--- config.mk ---
export PLATFORM = sky130hd
export DESIGN_NAME = id_ex_stage
export DESIGN_NICKNAME = d
export VERILOG_FILES = /design/src/rtl/id_ex_stage.sv
export SDC_FILE = /design/constraint.sdc
export NUM_CORES = 1
export LEC_CHECK = 0
export CORE_MARGIN = 2
export CORE_UTILIZATION = 43
export DETAILED_ROUTE_END_ITERATION = 10
export PLACE_DENSITY = 0.82
export SLEW_MARGIN = 30
export SYNTH_ARGS = -nofsm -noshare
export SYNTH_HDL_FRONTEND = slang
export SYNTH_SLANG_ARGS = --single-unit
export TNS_END_PERCENT = 10
--- constraint.sdc ---
create_clock -name clk -period 2.4 [get_ports clk]
set_input_delay 0.36 -clock clk [delete_from_list [all_inputs] [get_ports clk]]
set_output_delay 0.36 -clock clk [all_outputs]
set_load 0.05 [all_outputs]
--- src/rtl/id_ex_stage.sv ---
// id_ex_stage: ID/EX pipeline register with load-use bubble insertion and
// EX/MEM + MEM/WB operand forwarding feeding the ALU operand outputs.
//
// Ports:
//   clk, rst_n            clock, asynchronous active-low reset
//   id_*                  decoded instruction fields and control from ID
//   stall_in, flush       downstream hold / squash of the ID/EX register
//   exmem_*, memwb_*      forwarding sources from later stages
//   op1, op2              ALU operands (forwarded, immediate-selected)
//   ex_*                  registered fields/controls, zero when not valid
//   id_stall              hold request for IF/ID and PC
module id_ex_stage (
    input  logic        clk,
    input  logic        rst_n,
    input  logic        id_valid,
    input  logic [4:0]  id_rs,
    input  logic [4:0]  id_rt,
    input  logic [4:0]  id_rd,
    input  logic [31:0] id_rs_data,
    input  logic [31:0] id_rt_data,
    input  logic [31:0] id_imm,
    input  logic [4:0]  id_shamt,
    input  logic [3:0]  id_alusignal,
    input  logic        id_alusrc,
    input  logic        id_regwrite,
    input  logic        id_memread,
    input  logic        id_memwrite,
    input  logic        id_memtoreg,
    input  logic        stall_in,
    input  logic        flush,
    input  logic        exmem_regwrite,
    input  logic [4:0]  exmem_rd,
    input  logic [31:0] exmem_result,
    input  logic        memwb_regwrite,
    input  logic [4:0]  memwb_rd,
    input  logic [31:0] memwb_data,
    output logic [31:0] op1,
    output logic [31:0] op2,
    output logic [4:0]  ex_shamt,
    output logic [3:0]  ex_alusignal,
    output logic [4:0]  ex_rd,
    output logic [31:0] ex_store_data,
    output logic        ex_valid,
    output logic        ex_regwrite,
    output logic        ex_memread,
    output logic        ex_memwrite,
    output logic        ex_memtoreg,
    output logic        id_stall
);

    localparam int unsigned REG_W  = 5;
    localparam int unsigned DATA_W = 32;
    localparam int unsigned OP_W   = 4;

    logic              valid_q, valid_d;
    logic [REG_W-1:0]  rs_q, rs_d, rt_q, rt_d, rd_q, rd_d, shamt_q, shamt_d;
    logic [DATA_W-1:0] rs_data_q, rs_data_d, rt_data_q, rt_data_d, imm_q, imm_d;
    logic [OP_W-1:0]   alusignal_q, alusignal_d;
    logic              alusrc_q, alusrc_d;
    logic              regwrite_q, regwrite_d, memread_q, memread_d;
    logic              memwrite_q, memwrite_d, memtoreg_q, memtoreg_d;

    logic              load_use_c;
    logic [DATA_W-1:0] fwd_a_c, fwd_b_c;

    // Dependent instruction in ID reads the register a load in EX is producing.
    assign load_use_c = id_valid & valid_q & memread_q & (rd_q != REG_W'(0)) &
                        ((rd_q == id_rs) | (rd_q == id_rt));

    assign id_stall = ~flush & (stall_in | load_use_c);

    // Next-state: flush > stall_in > load-use bubble > capture (bubble if !id_valid).
    always_comb begin
        valid_d     = valid_q;
        rs_d        = rs_q;
        rt_d        = rt_q;
        rd_d        = rd_q;
        rs_data_d   = rs_data_q;
        rt_data_d   = rt_data_q;
        imm_d       = imm_q;
        shamt_d     = shamt_q;
        alusignal_d = alusignal_q;
        alusrc_d    = alusrc_q;
        regwrite_d  = regwrite_q;
        memread_d   = memread_q;
        memwrite_d  = memwrite_q;
        memtoreg_d  = memtoreg_q;
        if (flush || (!stall_in && (load_use_c || !id_valid))) begin
            valid_d     = 1'b0;
            rs_d        = '0;
            rt_d        = '0;
            rd_d        = '0;
            rs_data_d   = '0;
            rt_data_d   = '0;
            imm_d       = '0;
            shamt_d     = '0;
            alusignal_d = '0;
            alusrc_d    = 1'b0;
            regwrite_d  = 1'b0;
            memread_d   = 1'b0;
            memwrite_d  = 1'b0;
            memtoreg_d  = 1'b0;
        end else if (!stall_in) begin
            valid_d     = 1'b1;
            rs_d        = id_rs;
            rt_d        = id_rt;
            rd_d        = id_rd;
            rs_data_d   = id_rs_data;
            rt_data_d   = id_rt_data;
            imm_d       = id_imm;
            shamt_d     = id_shamt;
            alusignal_d = id_alusignal;
            alusrc_d    = id_alusrc;
            regwrite_d  = id_regwrite;
            memread_d   = id_memread;
            memwrite_d  = id_memwrite;
            memtoreg_d  = id_memtoreg;
        end
    end

    // Pipeline register; reset loads a bubble.
    always_ff @(posedge clk or negedge rst_n) begin
        if (!rst_n) begin
            valid_q     <= 1'b0;
            rs_q        <= '0;
            rt_q        <= '0;
            rd_q        <= '0;
            rs_data_q   <= '0;
            rt_data_q   <= '0;
            imm_q       <= '0;
            shamt_q     <= '0;
            alusignal_q <= '0;
            alusrc_q    <= 1'b0;
            regwrite_q  <= 1'b0;
            memread_q   <= 1'b0;
            memwrite_q  <= 1'b0;
            memtoreg_q  <= 1'b0;
        end else begin
            valid_q     <= valid_d;
            rs_q        <= rs_d;
            rt_q        <= rt_d;
            rd_q        <= rd_d;
            rs_data_q   <= rs_data_d;
            rt_data_q   <= rt_data_d;
            imm_q       <= imm_d;
            shamt_q     <= shamt_d;
            alusignal_q <= alusignal_d;
            alusrc_q    <= alusrc_d;
            regwrite_q  <= regwrite_d;
            memread_q   <= memread_d;
            memwrite_q  <= memwrite_d;
            memtoreg_q  <= memtoreg_d;
        end
    end

    // Operand forwarding: EX/MEM beats MEM/WB, r0 is never forwarded.
    always_comb begin
        fwd_a_c = rs_data_q;
        if (exmem_regwrite && (exmem_rd != REG_W'(0)) && (exmem_rd == rs_q)) begin
            fwd_a_c = exmem_result;
        end else if (memwb_regwrite && (memwb_rd != REG_W'(0)) && (memwb_rd == rs_q)) begin
            fwd_a_c = memwb_data;
        end
        fwd_b_c = rt_data_q;
        if (exmem_regwrite && (exmem_rd != REG_W'(0)) && (exmem_rd == rt_q)) begin
            fwd_b_c = exmem_result;
        end else if (memwb_regwrite && (memwb_rd != REG_W'(0)) && (memwb_rd == rt_q)) begin
            fwd_b_c = memwb_data;
        end
    end

    // EX-side outputs, all forced to zero for a bubble.
    assign op1           = valid_q ? fwd_a_c : '0;
    assign op2           = valid_q ? (alusrc_q ? imm_q : fwd_b_c) : '0;
    assign ex_store_data = valid_q ? fwd_b_c : '0;
    assign ex_shamt      = valid_q ? shamt_q : '0;
    assign ex_alusignal  = valid_q ? alusignal_q : '0;
    assign ex_rd         = valid_q ? rd_q : '0;
    assign ex_valid      = valid_q;
    assign ex_regwrite   = valid_q & regwrite_q;
    assign ex_memread    = valid_q & memread_q;
    assign ex_memwrite   = valid_q & memwrite_q;
    assign ex_memtoreg   = valid_q & memtoreg_q;

endmodule
==> results.ini, run 1 <==
[clock_tree]
root_buffer = sky130_fd_sc_hd__clkbuf_16
clk_latency_ps = 430
cts_bufs_inserted = 17
number_of_buffers_on_the_longest_clock_path = 2
numClockSinks = 126
tritoncts = yes
htree_num_levels = 4
clk_pin_slew_ps = 70

[routing]
detail_route.first_pass.iterations = 6
first_iter_violations = 677
route.final.wire_length_um = 36300
drc_errors = 0
route.antenna.remaining_nets = 0
via_per_inst = 6.42
dr_total_vias = 8284
avgRoutedWirePerCell_um = 28.1

[setup_path]
worst-endpoint-arrival_ps = 2540
critical_path.reg2reg.startpoint = ex_valid$_DFFE_PN0P_
worstRegToRegCells = 5
critical_path_sink_type = output port
ff2ff_setup_slack_ps = 310
timing.critical_path.fanout_max = 15
crit_path_max_incr_delay_ps = 480
critical_path.slowest_cell = sky130_fd_sc_hd__or4_4
path_cells = xnor2_2 > nand3_1 > or4_4 > buf_12 > buf_16 > o21ai_0 > a21oi_2 > buf_12
critPathMostFrequentCell = sky130_fd_sc_hd__buf_12
critPathRequiredTime_ps = 2040
setup.worst_path.end = ex_store_data[24]
critical_path_class = flop to output port
startpoint_type = flop
crit-reg2reg-capture = rt_data_q[14]$_DFFE_PN0P_
cp-startpoint = rt_q[3]$_DFFE_PN0P_

[sta]
finalSetupTns_ps = -36670
final.hold.worst_slack_ps = 492
layout_min_cycle_time_ps = 2900
slew_violations = 0
slew_headroom_pct = 58.4
grt_setup_unrepaired = yes
final.period_utilization_pct = 121
maxClockFrequency_ghz = 0.345
post-route-worst-setup-slack_ps = -503
setup_violations = 96
worst-slew-pin-transition_ps = 625
fin_worst_skew_ps = 11.9
report.final.hold_viol_count = 0

[yosys]
synthesis.nets = 910
synth_largest_type_area_fraction_pct = 43.9
yosys_warnings = 0
synth_sequential_area_ratio_pct = 43.9
netlist_top_cells_area = sky130_fd_sc_hd__dfrtp_1 44%, sky130_fd_sc_hd__a22o_1 14%, sky130_fd_sc_hd__mux2i_1 8.9%
netlist_area_um2 = 7190
synth_cell_type_count = 31
netlist.top_cell.by_area = sky130_fd_sc_hd__dfrtp_1
post_synth.cell_area_avg_um2 = 10.2
number_of_cells_produced_by_synthesis = 704
synth.ff_latch_count = 126

[placed_design]
dp_slack_ps = -709
gpl.final_weighted_congestion = 0.925
io_buf_count = 321
post-dp-hpwl_um = 21100

[final_layout]
synthToLayoutAreaGrowth_pct = 99.4
count_of_inserted_antenna_diode_cells = 0
drive_gt1_share_pct = 37.6
filler_cell_count = 760
fin_nets = 1263

[run_status]
run_status = finished with violations
violated_checks = setup timing

[floorplan]
fp.coreArea_um2 = 16500
initial_utilization_pct = 43.7
floorplan.die_area_um2 = 17800
placement_rows = 47
ioPinCount = 322
die_w_um = 133
chipHeight_um = 133

[global_route]
gr-usage-all-layers_pct = 37.8
grt_pass1_vias = 8614
grt_max_degree = 101
total_congestion_overflow_after_global_routing = 0
initial_antenna_violation_count = 0
grt_pass1_wl_um = 51100

[pwr]
ir_worst_vdd_uv = 529
power_leakage_uw = 0.00544
power.density_nw_per_um2 = 449

[min_path]
timing.hold.worst.class = primary input to asynchronous set/reset pin

[flow_run]
timing.max_cap.violations = 0

-- kinds of logic after synthesis --
kind of cell           count (synthesis)  share of synthesized area, %
AO/OA/AOI/OAI                        291                          28.9
XOR/XNOR                              30                          3.66
flip-flops                           126                          43.9
AND/OR/NAND/NOR                      116                          9.45
multiplexers                          64                          8.91
buffers and inverters                 77                          5.24
-- power by group --
part / internal, µW / leakage (µW) / switching (µW)
Sequential: 2210 / 0.00171 / 80.0
Combinational: 705 / 0.00344 / 688
Clock: 1680 / 0.000288 / 1080
Total: 4590 / 0.00544 / 1850
-- sequential cells by signal, summed over array words and instances, names as in the netlist --
signal and flops:
memread_q 1, memwrite_q 1, memtoreg_q 1, imm_q 32
rs_data_q 32, regwrite_q 1, rs_q 5, alusrc_q 1
shamt_q 5, rt_q 5, alusignal_q 4, rd_q 5
rt_data_q 32, ex_valid 1
-- critical path: cells and delay by family, from the launching register on --
family          cells  cell delay [ps]
buf+inv             3              530
simple gates        2              580
xor+xnor            1              180
flops               1              470
compound gates      2              340
-- layout by cell type, fill, tap and decap left out, types with 17 or more instances in the layout --
cell type	Yosys	layout
sky130_fd_sc_hd__clkdlybuf4s50_1	0	196
sky130_fd_sc_hd__buf_12	0	131
sky130_fd_sc_hd__dfrtp_1	126	120
sky130_fd_sc_hd__a22o_1	115	115
sky130_fd_sc_hd__buf_4	0	57
sky130_fd_sc_hd__a21oi_2	0	39
sky130_fd_sc_hd__nand2_1	37	36
sky130_fd_sc_hd__nand3b_1	31	31
sky130_fd_sc_hd__o21ai_1	1	30
sky130_fd_sc_hd__mux2i_1	64	29
sky130_fd_sc_hd__a21oi_4	0	22
sky130_fd_sc_hd__mux2i_4	0	19
sky130_fd_sc_hd__and2_1	19	18
sky130_fd_sc_hd__o21ai_0	64	18
sky130_fd_sc_hd__clkbuf_16	0	18
sky130_fd_sc_hd__o21ai_2	0	17
sky130_fd_sc_hd__xnor2_1	20	17
-- timing repair --
item | in CTS | in global routing
gates resized for setup | 162 | 85
hold buffers | 1 | 0
pin swaps | 21 | 16
endpoints found under the hold margin | 60 | 0
endpoints found under the setup margin | 97 | 97
setup buffers | 4 | 2
gates cloned | 4 | 1
-- stage by stage --
stage	util (%)	area [µm²]	std cells	total power, µW
after floorplan	-	7400	704	2750
after global routing	87.0	14300	1290	6610
after CTS	85.1	14000	1287	6330
after global placement	75.7	12500	1246	3470
after detailed placement	75.7	12500	1246	3500
final	87.0	14300	1290	6440
-- worst min-delay path by stage --
stage | start | end | slack (ps) | depth (start not counted)
5_1_grt | imm_q[1]$_DFFE_PN0P_ | imm_q[1]$_DFFE_PN0P_ | 510 | 1
3_5_place_dp | rst_n | rs_data_q[5]$_DFFE_PN0P_ | 390 | 1
3_3_place_gp | rst_n | rt_data_q[7]$_DFFE_PN0P_ | 380 | 1
4_1_cts | alusignal_q[3]$_DFFE_PN0P_ | alusignal_q[3]$_DFFE_PN0P_ | 500 | 1
2_1_floorplan | rst_n | alusignal_q[0]$_DFFE_PN0P_ | 60 | 0
6_report | rst_n | rt_data_q[4]$_DFFE_PN0P_ | 490 | 2
-- layer usage --
metal	vias up	wire length, µm	global-route usage (%)
li1	3417	-	-
met5	-	0	0
met3	155	3200	11.9
met2	600	18400	65.2
met1	4112	12600	42.4
met4	0	2070	18.3
-- layout make-up --
cell class / count / area (µm²) / area share (%)
Inverter: 1 / 3.75 / 0.0262
Tap cell: 220 / 275 / 1.92
Sequential cell: 126 / 3160 / 22.1
Timing Repair Buffer: 410 / 5400 / 37.7
Clock inverter: 14 / 183 / 1.27
Clock buffer: 18 / 439 / 3.06
Multi-Input combinational cell: 501 / 4870 / 34.0
-- Yosys cell counts --
library cell and instances:
sky130_fd_sc_hd__and2_1 19, sky130_fd_sc_hd__nand3b_1 31, sky130_fd_sc_hd__a21o_1 1, sky130_fd_sc_hd__o22ai_1 1
sky130_fd_sc_hd__buf_2 19, sky130_fd_sc_hd__o21ai_1 1, sky130_fd_sc_hd__nand4_1 1, sky130_fd_sc_hd__dfrtp_1 126
sky130_fd_sc_hd__or4_1 4, sky130_fd_sc_hd__a32o_1 10, sky130_fd_sc_hd__xor2_1 10, sky130_fd_sc_hd__buf_6 4
sky130_fd_sc_hd__nand2_1 37, sky130_fd_sc_hd__nor2b_1 12, sky130_fd_sc_hd__xnor2_1 20, sky130_fd_sc_hd__a41oi_2 1
sky130_fd_sc_hd__and4_1 1, sky130_fd_sc_hd__mux2i_1 64, sky130_fd_sc_hd__o221ai_1 32, sky130_fd_sc_hd__nand3_1 5
sky130_fd_sc_hd__nor3_1 3, sky130_fd_sc_hd__buf_1 1, sky130_fd_sc_hd__buf_8 3, sky130_fd_sc_hd__a22o_1 115
sky130_fd_sc_hd__o21a_1 1, sky130_fd_sc_hd__a21oi_1 65, sky130_fd_sc_hd__clkbuf_1 49, sky130_fd_sc_hd__inv_1 1
sky130_fd_sc_hd__nand4_4 1, sky130_fd_sc_hd__o21ai_0 64, sky130_fd_sc_hd__nor2_1 2
(Power assumes the default switching activity.)
==> run 2, diff against run 1 <==
Settings changed: CORE_UTILIZATION 43 to 46, PLACE_DENSITY 0.82 to 0.87.
Clock period 2.4 ns to 3.69 ns, I/O delays scaled along.
==> results.ini, run 2 (synthesized netlist as in run 1, its figures left out) <==
[run_status]
run_status = completed

[flow_run]
timing.max_cap.violations = 0

[sta]
maxClockFrequency_ghz = 0.281
layout_min_cycle_time_ps = 3550
slew_violations = 0
grt_setup_unrepaired = no
report.final.hold_viol_count = 0
final.hold.worst_slack_ps = 107
worst-slew-pin-transition_ps = 795
setup_violations = 0
slew_headroom_pct = 47.0
finalSetupTns_ps = 0
fin_worst_skew_ps = 7.76
final.period_utilization_pct = 96.3

[final_layout]
drive_gt1_share_pct = 15.5
most-common-layout-cells = 223 x sky130_fd_sc_hd__clkdlybuf4s50_1, 125 x sky130_fd_sc_hd__dfrtp_1, 115 x sky130_fd_sc_hd__a22o_1
multiInputGateArea_um2 = 3680
non_filler_instance_count_after_layout = 1213
mostFrequentLayoutCell = sky130_fd_sc_hd__clkdlybuf4s50_1
synthToLayoutAreaGrowth_pct = 69.8
filler_cell_count = 929
fin_nets = 1194
largest_registers = imm_q: 32 flops, rs_data_q: 32 flops, rt_data_q: 32 flops
register_area_um2 = 3160

[floorplan]
initial_utilization_pct = 47.1
placement_rows = 45
ioPinCount = 322
chipHeight_um = 129
die_w_um = 129
fp.coreArea_um2 = 15300
floorplan.die_area_um2 = 16600

[routing]
avgRoutedWirePerCell_um = 23.1
detail_route.first_pass.iterations = 5
route.antenna.remaining_nets = 0
route.final.wire_length_um = 28000
via_per_inst = 6.21
dr_total_vias = 7530
drc_errors = 0
first_iter_violations = 584

[clock_tree]
root_buffer = sky130_fd_sc_hd__clkbuf_16
cts_bufs_inserted = 17
tritoncts = yes
clk_pin_slew_ps = 60
cts_setup_buffers = 0
numClockSinks = 126
htree_num_levels = 4
number_of_buffers_on_the_longest_clock_path = 2
clk_latency_ps = 420

[placed_design]
dp.cells = 1180
gpl.final_weighted_congestion = 0.915
io_buf_count = 321
post-dp-hpwl_um = 19300

[global_route]
gr-usage-all-layers_pct = 33.6
initial_antenna_violation_count = 1
grt_max_degree = 72
grt_pass1_vias = 7801
total_congestion_overflow_after_global_routing = 0
grt_pass1_wl_um = 42900

[pwr]
net_sw_share_pct = 24.0
p_sw_uw = 1000
power_leakage_uw = 0.00500
power.density_nw_per_um2 = 342
pwr-share-comb_pct = 16.8
clockPowerShare_pct = 47.7
internal_power_uw = 3180
ir_worst_vdd_uv = 305
p_seq_share_pct = 35.5

[setup_path]
critical_path_sink_type = output port
timing.critical_path.fanout_max = 12
worst-endpoint-arrival_ps = 3000
ff2ff_setup_slack_ps = 1620
startpoint_type = primary input
critical_path_class = primary input to output port
critPathRequiredTime_ps = 3140

[min_path]
timing.hold.worst.class = primary input to asynchronous set/reset pin

run 2: final timing paths:
path / from / end / cells after the start
worst max-delay path: memwb_rd[1] / op2[20] / 8
worst min-delay path: rst_n / rs_data_q[20]$_DFFE_PN0P_ / 1
worst max register to register: rd_q[2]$_DFFE_PN0P_ / rt_data_q[7]$_DFFE_PN0P_ / 6
worst min register to register: memwrite_q$_DFFE_PN0P_ / memwrite_q$_DFFE_PN0P_ / 1
max in group asynchronous: rst_n / imm_q[4]$_DFFE_PN0P_ / 2
min in group clk: memwrite_q$_DFFE_PN0P_ / memwrite_q$_DFFE_PN0P_ / 1
run 2: final cells by class:
class | count | share of cell area [%]
flip-flops and latches | 126 | 25.9
clock inverters | 11 | 1.93
diodes | 1 | 0.0205
repair buffers | 341 | 36.1
inverters | 1 | 0.0308
multi-input cells | 501 | 30.2
clock buffers | 21 | 3.77
well taps | 211 | 2.16
run 2: power by group through the flow:
stage / logic, µW / registers [µW] / clock network [µW]
2_1_floorplan: 287 / 1490 / 0
6_report: 702 / 1480 / 1990
4_1_cts: 700 / 1480 / 2010
3_5_place_dp: 694 / 1500 / 0
3_3_place_gp: 679 / 1500 / 0
5_1_grt: 745 / 1490 / 2070
run 2: through the flow:
stage / power (µW) / instance area, µm² / utilization, % / setup WS [ps]
2_1_floorplan: 1770 / 7190 / - / 530
3_3_place_gp: 2180 / 11500 / 75.4 / 179
3_5_place_dp: 2200 / 11500 / 75.4 / 161
4_1_cts: 4190 / 12200 / 80.0 / 140
5_1_grt: 4310 / 12200 / 80.0 / 47.8
6_report: 4180 / 12200 / 80.0 / 135
run 2: critical path, stage by stage:
cell and delay [ps]:
sky130_fd_sc_hd__clkdlybuf4s50_1 470, sky130_fd_sc_hd__or4_1 540, sky130_fd_sc_hd__o21a_1 220, sky130_fd_sc_hd__nand4_4 90, sky130_fd_sc_hd__buf_4 270, sky130_fd_sc_hd__mux2i_1 380
sky130_fd_sc_hd__o221ai_1 260, sky130_fd_sc_hd__buf_12 210
run 2: metal layers:
| layer | up-vias | wire length, µm | GRT usage, % | share of wire, % |
|---|---|---|---|---|
| met5 | - | 0 | 0 | 0 |
| met4 | 0 | 1460 | 19.1 | 5.2 |
| met3 | 99 | 2770 | 9.81 | 9.9 |
| met2 | 499 | 13700 | 55.0 | 49 |
| met1 | 3675 | 10200 | 39.6 | 36 |
| li1 | 3257 | - | - | - |
run 2: what timing repair did:
action / 4_1_cts / 5_1_grt
hold buffers: 0 / 0
endpoints found under the hold margin: 0 / 0
resized for setup: 0 / 1
setup endpoints to repair: 0 / 2
==> run 3, diff against run 2 <==
--- a/config.mk
+++ b/config.mk
@@ -8,5 +8,5 @@
 export CORE_MARGIN = 2
-export CORE_UTILIZATION = 46
+export CORE_UTILIZATION = 40
 export DETAILED_ROUTE_END_ITERATION = 10
-export PLACE_DENSITY = 0.87
+export PLACE_DENSITY = 0.77
 export SLEW_MARGIN = 30
==> constraint.sdc (replaced) <==
create_clock -name clk -period 3.69 [get_ports clk]
set_input_delay 0.738 -clock clk [delete_from_list [all_inputs] [get_ports clk]]
set_output_delay 0.738 -clock clk [all_outputs]
set_load 0.05 [all_outputs]
==> results.ini, run 3 (synthesized netlist as in run 1, its figures left out) <==
[pwr]
clockPowerShare_pct = 44.5
internal_power_uw = 3020
power.density_nw_per_um2 = 315
p_seq_share_pct = 36.6
p_sw_uw = 1030
net_sw_share_pct = 25.5
pwr-share-comb_pct = 18.9
power_leakage_uw = 0.00507
ir_worst_vdd_uv = 309

[final_layout]
most-common-layout-cells = 217 x sky130_fd_sc_hd__clkdlybuf4s50_1, 125 x sky130_fd_sc_hd__dfrtp_1, 115 x sky130_fd_sc_hd__a22o_1
non_filler_instance_count_after_layout = 1247
fin_nets = 1211
mostFrequentLayoutCell = sky130_fd_sc_hd__clkdlybuf4s50_1
final_util_pct = 72.3
filler_cell_count = 1236
largest_registers = imm_q: 32 flops, rs_data_q: 32 flops, rt_data_q: 32 flops
drive_gt1_share_pct = 25.7
synthToLayoutAreaGrowth_pct = 78.9

[routing]
first_iter_violations = 480
avgRoutedWirePerCell_um = 23.5
route.antenna.remaining_nets = 0
via_per_inst = 6.01
dr_total_vias = 7494
route.final.wire_length_um = 29300
detail_route.first_pass.iterations = 5
drc_errors = 0

[clock_tree]
hold_buffers = 0
cts_bufs_inserted = 17
root_buffer = sky130_fd_sc_hd__clkbuf_16
htree_num_levels = 4
numClockSinks = 126
clk_pin_slew_ps = 60
number_of_buffers_on_the_longest_clock_path = 2
clk_latency_ps = 410
tritoncts = yes
cts_setup_buffers = 0

[global_route]
initial_antenna_violation_count = 1
grt_pass1_vias = 7730
total_congestion_overflow_after_global_routing = 0
gr-usage-all-layers_pct = 29.3
grt_max_degree = 85
grt_pass1_wl_um = 44000

[floorplan]
floorplan.die_area_um2 = 19100
initial_utilization_pct = 40.4
chipHeight_um = 138
die_w_um = 138
placement_rows = 49
fp.coreArea_um2 = 17800
ioPinCount = 322

[min_path]
timing.hold.worst.class = primary input to asynchronous set/reset pin

[setup_path]
critical_path_sink_type = output port
worst-endpoint-arrival_ps = 2980
critPathMostFrequentCell = sky130_fd_sc_hd__buf_12
critical_path.slowest_cell = sky130_fd_sc_hd__clkdlybuf4s50_1
path_cells = clkdlybuf4s50_1 > or4_1 > o21a_1 > nand4_4 > buf_12 > mux2i_2 > o221ai_2 > buf_12
timing.critical_path.fanout_max = 15
crit_path_max_incr_delay_ps = 490
critical_path_class = primary input to output port
worstPathBufferInverterCount = 3
path_delay_family = buffers and inverters
critPathRequiredTime_ps = 2950
startpoint_type = primary input

[sta]
worst-slew-pin-transition_ps = 849
setup_violations = 5
report.final.hold_viol_count = 0
maxClockFrequency_ghz = 0.269
fin_worst_skew_ps = 9.35
grt_setup_unrepaired = yes
slew_violations = 0
layout_min_cycle_time_ps = 3720
slew_headroom_pct = 43.4
final.period_utilization_pct = 101
post-route-worst-setup-slack_ps = -27.7
final.hold.worst_slack_ps = 367

[placed_design]
dp.cells = 1212
gpl.final_weighted_congestion = 0.892
io_buf_count = 321
post-dp-hpwl_um = 19700

[run_status]
violated_checks = setup timing
run_status = finished with violations

[flow_run]
timing.max_cap.violations = 0

run 3: changes by cell type in the layout (fill, tap and decap cells not counted), sizes merged, moves of 2 or more:
cell	change
clkdlybuf4s50	-6
clkinvlp	+2
clkbuf	+3
dlymetal6s2s	+6
bufinv	-3
buf	+15
run 3: layout make-up:
type | instances | area [µm²] | area share [%]
Inverter | 1 | 3.75 | 0.0292
Timing Repair Buffer | 358 | 4620 | 35.9
Sequential cell | 126 | 3160 | 24.5
Clock buffer | 22 | 474 | 3.69
Antenna cell | 1 | 2.50 | 0.0195
Tap cell | 229 | 287 | 2.23
Clock inverter | 9 | 159 | 1.24
Multi-Input combinational cell | 501 | 4160 | 32.3
run 3: routing by layer:
metal  up-vias  GRT usage [%]  wire length [µm]
li1       3287              -                 -
met4         0           15.1              1320
met3        86           7.83              2310
met1      3696           36.3             11300
met2       425           47.2             14400
met5         -              0                 0
run 3: path summary, 6_finish.rpt:
path,endpoint,from,cells after the start,slack (ps)
worst max-delay path,op2[20],memwb_rd[4],8,-30
worst min-delay path,rs_data_q[18]$_DFFE_PN0P_,rst_n,1,370
worst max register to register,rt_data_q[11]$_DFFE_PN0P_,ex_valid$_DFFE_PN0P_,4,1550
worst min register to register,alusignal_q[2]$_DFFE_PN0P_,alusignal_q[2]$_DFFE_PN0P_,1,490
max in group asynchronous,imm_q[4]$_DFFE_PN0P_,rst_n,2,2550
min in group clk,alusignal_q[2]$_DFFE_PN0P_,alusignal_q[2]$_DFFE_PN0P_,1,490
run 3: timing repair:
action | CTS | global route
gates resized for setup | 42 | 74
setup endpoints to repair | 60 | 94
gates cloned | 1 | 2
pin swaps | 0 | 3
run 3: power groups by stage:
stage                     Clock [µW]  Combinational, µW  Sequential (µW)
after floorplan                    0                287             1490
after global placement             0                702             1500
after detailed placement           0                715             1500
after CTS                       1820                736             1480
after global routing            1890                811             1490
final                           1800                766             1480
run 3: per-stage QoR:
stage | worst slack (ps) | setup TNS (ps) | power [µW] | instance area (µm²)
6_report | -27.7 | -68.6 | 4050 | 12900
5_1_grt | -108 | -2110 | 4190 | 12900
4_1_cts | -108 | -1230 | 4030 | 12500
3_5_place_dp | -216 | -3660 | 2220 | 11600
3_3_place_gp | -132 | -2060 | 2200 | 11600
2_1_floorplan | 161 | 0 | 1770 | 7190
